==> src/rtl/pos_cell_streamer_if.sv <==
// Memory read port and output stream of pos_cell_streamer, grouped for port connection.
interface pos_cell_streamer_if #(
   parameter int DATA_WIDTH = 96,
   parameter int ADDR_WIDTH = 8
);
   logic [ADDR_WIDTH-1:0] mem_address;
   logic                  mem_rden;
   logic [DATA_WIDTH-1:0] mem_q;
   logic [DATA_WIDTH-1:0] out_pos;
   logic [ADDR_WIDTH-1:0] out_pid;
   logic                  out_valid;
   logic                  out_ready;
   logic                  out_last;

   modport master (
      output mem_address, mem_rden, out_pos, out_pid, out_valid, out_last,
      input  mem_q, out_ready
   );

   modport slave (
      input  mem_address, mem_rden, out_pos, out_pid, out_valid, out_last,
      output mem_q, out_ready
   );
endinterface

==> src/rtl/pos_cell_streamer.sv <==
// Streams one cell's particle positions out of a 2-cycle-latency memory through a credit-limited FIFO.
// Optional stall-cycle counter port enabled by defining POS_STREAM_STALL_CNT_EN.
module pos_cell_streamer #(
   parameter int DATA_WIDTH   = 96,
   parameter int ADDR_WIDTH   = 8,
   parameter int PARTICLE_NUM = 220,
   parameter int FIFO_DEPTH   = 4
) (
   input  logic                  clock,
   input  logic                  rst,
   input  logic                  start,
   pos_cell_streamer_if.master   bus,
   output logic [ADDR_WIDTH-1:0] count,
   output logic                  busy,
   output logic                  done,
   output logic                  count_err
`ifdef POS_STREAM_STALL_CNT_EN
   ,
   output logic [15:0]           stall_cycles
`endif
);
   localparam int PW = $clog2(FIFO_DEPTH);
   localparam int OW = PW + 1;
   localparam logic [ADDR_WIDTH-1:0] MAX_CNT = ADDR_WIDTH'(PARTICLE_NUM - 1);

   typedef enum logic [2:0] {IDLE, CNT_REQ, CNT_WAIT, STREAM, DRAIN, FIN} state_t;

   state_t                     state_q, state_d;
   logic [ADDR_WIDTH-1:0]      next_addr_q, next_addr_d;
   logic [ADDR_WIDTH-1:0]      count_q, count_d;
   logic                       err_q, err_d;
   logic                       wait_q, wait_d;
   logic [1:0]                 vld_q;
   logic [1:0][ADDR_WIDTH-1:0] pa_q;
   logic [DATA_WIDTH-1:0]      fpos_q [FIFO_DEPTH];
   logic [ADDR_WIDTH-1:0]      fpid_q [FIFO_DEPTH];
   logic [PW-1:0]              wptr_q, rptr_q;
   logic [OW-1:0]              occ_q;
   logic                       rden, issue, push, pop, credit, out_valid;
   logic [ADDR_WIDTH-1:0]      rd_addr, raw;
   logic [OW:0]                credit_sum;

   assign raw        = bus.mem_q[ADDR_WIDTH-1:0];
   // Reads in flight plus words already buffered must leave room for one more issue.
   assign credit_sum = (OW+1)'(occ_q) + (OW+1)'(vld_q[0]) + (OW+1)'(vld_q[1]);
   assign credit     = credit_sum < (OW+1)'(FIFO_DEPTH);
   assign out_valid  = occ_q != '0;
   assign push       = vld_q[1];
   assign pop        = out_valid && bus.out_ready;

   always_comb begin
      state_d     = state_q;
      next_addr_d = next_addr_q;
      count_d     = count_q;
      err_d       = err_q;
      wait_d      = 1'b0;
      issue       = 1'b0;
      rden        = 1'b0;
      rd_addr     = '0;
      case (state_q)
         IDLE: if (start) begin
            state_d = CNT_REQ;
            err_d   = 1'b0;
         end
         CNT_REQ: begin
            rden    = 1'b1;
            state_d = CNT_WAIT;
         end
         CNT_WAIT: begin
            wait_d = 1'b1;
            if (wait_q) begin
               wait_d      = 1'b0;
               err_d       = raw > MAX_CNT;
               count_d     = (raw > MAX_CNT) ? MAX_CNT : raw;
               next_addr_d = ADDR_WIDTH'(1);
               state_d     = (count_d == '0) ? FIN : STREAM;
            end
         end
         STREAM: if (credit) begin
            issue       = 1'b1;
            rden        = 1'b1;
            rd_addr     = next_addr_q;
            next_addr_d = next_addr_q + 1'b1;
            if (next_addr_q == count_q) state_d = DRAIN;
         end
         DRAIN: if (vld_q == '0 && occ_q == '0) state_d = FIN;
         FIN:   state_d = IDLE;
         default: state_d = IDLE;
      endcase
   end

   always_ff @(posedge clock) begin
      if (rst) begin
         state_q     <= IDLE;
         next_addr_q <= '0;
         count_q     <= '0;
         err_q       <= 1'b0;
         wait_q      <= 1'b0;
         vld_q       <= '0;
         pa_q        <= '0;
         wptr_q      <= '0;
         rptr_q      <= '0;
         occ_q       <= '0;
      end else begin
         state_q     <= state_d;
         next_addr_q <= next_addr_d;
         count_q     <= count_d;
         err_q       <= err_d;
         wait_q      <= wait_d;
         vld_q       <= {vld_q[0], issue};
         pa_q        <= {pa_q[0], rd_addr};
         if (push) wptr_q <= wptr_q + 1'b1;
         if (pop)  rptr_q <= rptr_q + 1'b1;
         occ_q       <= occ_q + OW'(push) - OW'(pop);
      end
   end

   always_ff @(posedge clock) begin
      if (push) begin
         fpos_q[wptr_q] <= bus.mem_q;
         fpid_q[wptr_q] <= pa_q[1];
      end
      if (!rst && push) assert (occ_q < OW'(FIFO_DEPTH));
   end

`ifdef POS_STREAM_STALL_CNT_EN
   logic [15:0] stall_q;
   always_ff @(posedge clock) begin
      if (rst || (state_q == IDLE && start))
         stall_q <= '0;
      else if ((state_q == STREAM || state_q == DRAIN) && out_valid && !bus.out_ready
               && stall_q != 16'hFFFF)
         stall_q <= stall_q + 1'b1;
   end
   assign stall_cycles = stall_q;
`endif

   assign bus.mem_rden    = rden;
   assign bus.mem_address = rd_addr;
   assign bus.out_valid   = out_valid;
   assign bus.out_pos     = out_valid ? fpos_q[rptr_q] : '0;
   assign bus.out_pid     = out_valid ? fpid_q[rptr_q] : '0;
   assign bus.out_last    = out_valid && (fpid_q[rptr_q] == count_q);
   assign count           = count_q;
   assign count_err       = err_q;
   assign busy            = state_q inside {CNT_REQ, CNT_WAIT, STREAM, DRAIN};
   assign done            = state_q == FIN;
endmodule

==> src/flat_wrapper.sv <==
// flat-port wrapper written by rule: the top's interface ports become plain ports
module pos_cell_streamer_flat 
#(
   parameter int DATA_WIDTH   = 96,
   parameter int ADDR_WIDTH   = 8,
   parameter int PARTICLE_NUM = 220,
   parameter int FIFO_DEPTH   = 4
)
  (clock, rst, start, count, busy, done, count_err, bus_mem_address, bus_mem_rden, bus_out_pos, bus_out_pid, bus_out_valid, bus_out_last, bus_mem_q, bus_out_ready);
  pos_cell_streamer_if #(.DATA_WIDTH(DATA_WIDTH), .ADDR_WIDTH(ADDR_WIDTH)) bus_i ();
  input  logic clock;
  input  logic rst;
  input  logic start;
  output logic [ADDR_WIDTH-1:0] count;
  output logic busy;
  output logic done;
  output logic count_err;
  output wire logic [$bits(bus_i.mem_address)-1:0] bus_mem_address;
  output wire logic [$bits(bus_i.mem_rden)-1:0] bus_mem_rden;
  output wire logic [$bits(bus_i.out_pos)-1:0] bus_out_pos;
  output wire logic [$bits(bus_i.out_pid)-1:0] bus_out_pid;
  output wire logic [$bits(bus_i.out_valid)-1:0] bus_out_valid;
  output wire logic [$bits(bus_i.out_last)-1:0] bus_out_last;
  input wire logic [$bits(bus_i.mem_q)-1:0] bus_mem_q;
  input wire logic [$bits(bus_i.out_ready)-1:0] bus_out_ready;
  assign bus_mem_address = bus_i.mem_address;
  assign bus_mem_rden = bus_i.mem_rden;
  assign bus_out_pos = bus_i.out_pos;
  assign bus_out_pid = bus_i.out_pid;
  assign bus_out_valid = bus_i.out_valid;
  assign bus_out_last = bus_i.out_last;
  assign bus_i.mem_q = bus_mem_q;
  assign bus_i.out_ready = bus_out_ready;
  pos_cell_streamer #(.DATA_WIDTH(DATA_WIDTH), .ADDR_WIDTH(ADDR_WIDTH), .PARTICLE_NUM(PARTICLE_NUM), .FIFO_DEPTH(FIFO_DEPTH)) u_core (.clock(clock), .rst(rst), .start(start), .bus(bus_i), .count(count), .busy(busy), .done(done), .count_err(count_err));
endmodule
==> config.mk <==
export PLATFORM = sky130hd
export DESIGN_NAME = pos_cell_streamer_flat
export DESIGN_NICKNAME = d
export VERILOG_FILES = /design/src/rtl/pos_cell_streamer_if.sv /design/src/rtl/pos_cell_streamer.sv /design/src/flat_wrapper.sv
export SDC_FILE = /design/constraint.sdc
export NUM_CORES = 1
export LEC_CHECK = 0
export CAP_MARGIN = 40
export CORE_MARGIN = 4
export CORE_UTILIZATION = 30
export CTS_CLUSTER_SIZE = 24
export DETAILED_ROUTE_END_ITERATION = 16
export SLEW_MARGIN = 30
export SYNTH_ARGS = -nofsm -noshare
export SYNTH_HDL_FRONTEND = slang
export SYNTH_SLANG_ARGS = --single-unit
==> constraint.sdc <==
create_clock -name clock -period 10.5 [get_ports clock]
set_input_delay 2.1 -clock clock [delete_from_list [all_inputs] [get_ports clock]]
set_output_delay 2.1 -clock clock [all_outputs]
set_load 0.01 [all_outputs]
==> qor.yml <==
wl_per_cell_um: 20.14
p_per_area_nw_per_um2: 232.7
cp_max_fo: 46
via_count: 9214
die_x_um: 253.0
htree_levels: 2
fp-row-count: 89
setup-violations-final: 0
die_height_um: 253.0
hold_violations: 0
dieArea_um2: 63990
async_reset_ff_frac: 0
hp-start: "u_core.pa_q[3]$_SDFF_PP0_"
r2r-start: "u_core.occ_q[1]$_SDFF_PP0_"
start_util: 0.3039
max_cap_viol_count: 0
synth_area_um2: 18000
gp_congestion: 0.7624
synth_top_area_frac: 0.6939
dp_hpwl_mm: 24.73
yosysWarnings: 0
avgSynthCellArea_um2: 19.46
setup-tns-final_ns: 0
design_area_um2: 22780
rsz0062_at_grt: "false"
skew_ns: 0.01604
synth_area_leaders: "edfxtp_1 (69%), mux4_2 (13%), dfxtp_1 (5.3%), and2_1 (3.9%), xnor2_1 (0.73%)"
post_cts_buffers: 0
drtAntennaViolNets: 0
drt_pass1_iterations: 4
crit_path_end_kind: "primary output"
drtIter0Drc: 446
syn_inst: 925
synth_nets: 1035
max_slew_margin: 0.4390
dpl_cell_area_um2: 21210
track_usage: 0.1246
hold-worst-slack_ns: 0.4373
worstSetupPathType: "flop to primary output"
drive_above_1_share: 0.1729
dp_cells: 1889
yosysSeqAreaShare: 0.7472
tightest_slew_ns: 0.8337
cts-root-buf: "clkbuf_16"
synthDistinctLibCells: 52
peakVddDrop_v: 0.0001088
slew_viol_final: 0
critPathRequiredTime_ns: 8.40
cts_tree: "built"
arrival_ns: 3.90
cts.sinks: 464
p_leak_uw: 0.007212
viasPerCell: 4.649
synth_edf_count: 416
pin_count: 226
min_period_ns: 5.997
yosys.area.top_type: "edfxtp_1"
cp-start-kind: "flop"
drc: 0
final_cells: 1982
antenna_found_initial: 4
cts_hold_buf: 0
cts.repair.resized: 0
clk_path_buf_depth: 3
grt_start_max_net_pins: 54
routed_wl_mm: 39.93
n_antenna_cell: 0
synth_ff_type: "edfxtp_1"
clk_latency_ns: 0.56
ys_ff_latch: 464
clkTransAtPathRegs_ns: 0.06
grt_pass1_vias: 9991
core_area_um2: 59240
area_growth_pct: 26.54
grt-ovfl-total: 0
status: "complete, no violations"
fmax_mhz: 166.8
grt_pass1_wl_mm: 61.09
cts_buffers: 50
numPortBuffers: 225
hold_class: "flop to flop"
num-nets-final: 1278
finalCritPeriodShare: 0.5711
## metal layers
layer / global-route usage / wire, µm
met5: 0 / 27
met4: 0.03073 / 745
met3: 0.03205 / 2475
met2: 0.2064 / 19430
met1: 0.1656 / 17250
## logic make-up (layout without fill, tap and decap cells)
logic type / count (synthesis) / count (layout) / synth area share
adders and majority gates: 10 / 10 / 0.007367
muxes: 116 / 116 / 0.1346
and+or+nand+nor: 215 / 215 / 0.07026
AOI/OAI and AO/OA: 38 / 38 / 0.01320
xor gates and xnor gates: 24 / 24 / 0.01168
buffers and inverters: 58 / 342 / 0.01564
DFF: 464 / 464 / 0.7472
## stage by stage
stage	utilization	setup slack (ns)	total power, µW
final	0.3846	4.503	5301
after global routing	0.3846	4.256	5589
after CTS	0.3846	4.423	5422
after detailed placement	0.3581	5.074	3732
after global placement	0.3556	4.962	3703
after floorplan	-	6.675	2915
## cell usage in the layout (no fill, tap or decap), types with 3 or more instances in the layout
master,n
mux4_2,100
xnor2_1,15
a21oi_1,12
buf_4,10
clkbuf_1,12
bufinv_16,3
nor4_1,4
o21ai_0,11
dfxtp_1,46
nor2_1,29
and3_1,12
nand2b_1,3
nand4_1,4
mux2_2,5
clkinv_2,8
clkdlybuf4s50_1,225
and2_1,109
mux2i_1,10
buf_16,4
nor2b_1,10
clkbuf_16,51
nor3_1,9
edfxtp_1,416
nand2_1,14
inv_1,7
clkinv_1,10
and2_4,5
xor2_1,9
inv_6,4
ha_1,9
nand3_1,3
## power by group
group	internal [µW]	switching, µW	total, µW
clock network	975	685	1660
logic	851	707	1560
registers	2030	51.0	2080
total	3860	1440	5300
## registers in the layout (all words and copies together), names as in the netlist, named ones only
register            flops
u_core.count            8
u_core.wptr_q           2
u_core.count_err        1
u_core.wait_q           1
u_core.next_addr_q      8
u_core.state_q          3
u_core.vld_q            2
u_core.rptr_q           2
u_core.pa_q            16
u_core.fpid_q          32
u_core.occ_q            3
u_core.fpos_q         384
## worst paths after layout
kind | to | slack (ns) | cells past startpoint
worst max-delay path | bus_out_last | 4.50 | 7
worst max register to register | u_core.occ_q[2]$_SDFF_PP0_ | 7.46 | 11
worst min-delay path | u_core.pa_q[11]$_SDFF_PP0_ | 0.44 | 1
worst min register to register | u_core.pa_q[11]$_SDFF_PP0_ | 0.44 | 1
## synth_stat cells (all sizes together), types with 6 or more instances
cell type	instances
a21oi	13
and2	114
and3	12
buf	30
clkbuf	20
dfxtp	48
edfxtp	416
ha	9
inv	8
mux2	6
mux2i	10
mux4	100
nand2	14
nor2	29
nor2b	10
nor3	10
o21ai	12
xnor2	15
xor2	9
## final cells by class
class	instances	area, µm²
fill	5428	36460
sequential	464	13460
multi-input combinational	403	4279
timing repair buffer	241	2477
clock buffer	64	1335
tap	773	967.2
clock inverter	29	232.7
inverter	8	30.03
## worst max-delay path, cell delays in order (launching register included)
cell and delay [ns]:
dfxtp_4 0.68, buf_4 0.69, mux2i_1 0.16, mux2_2 0.31, xor2_1 0.14, nand4_1 0.11
nor4_1 0.53, clkdlybuf4s50_1 0.66
(Power assumes the default switching activity.)
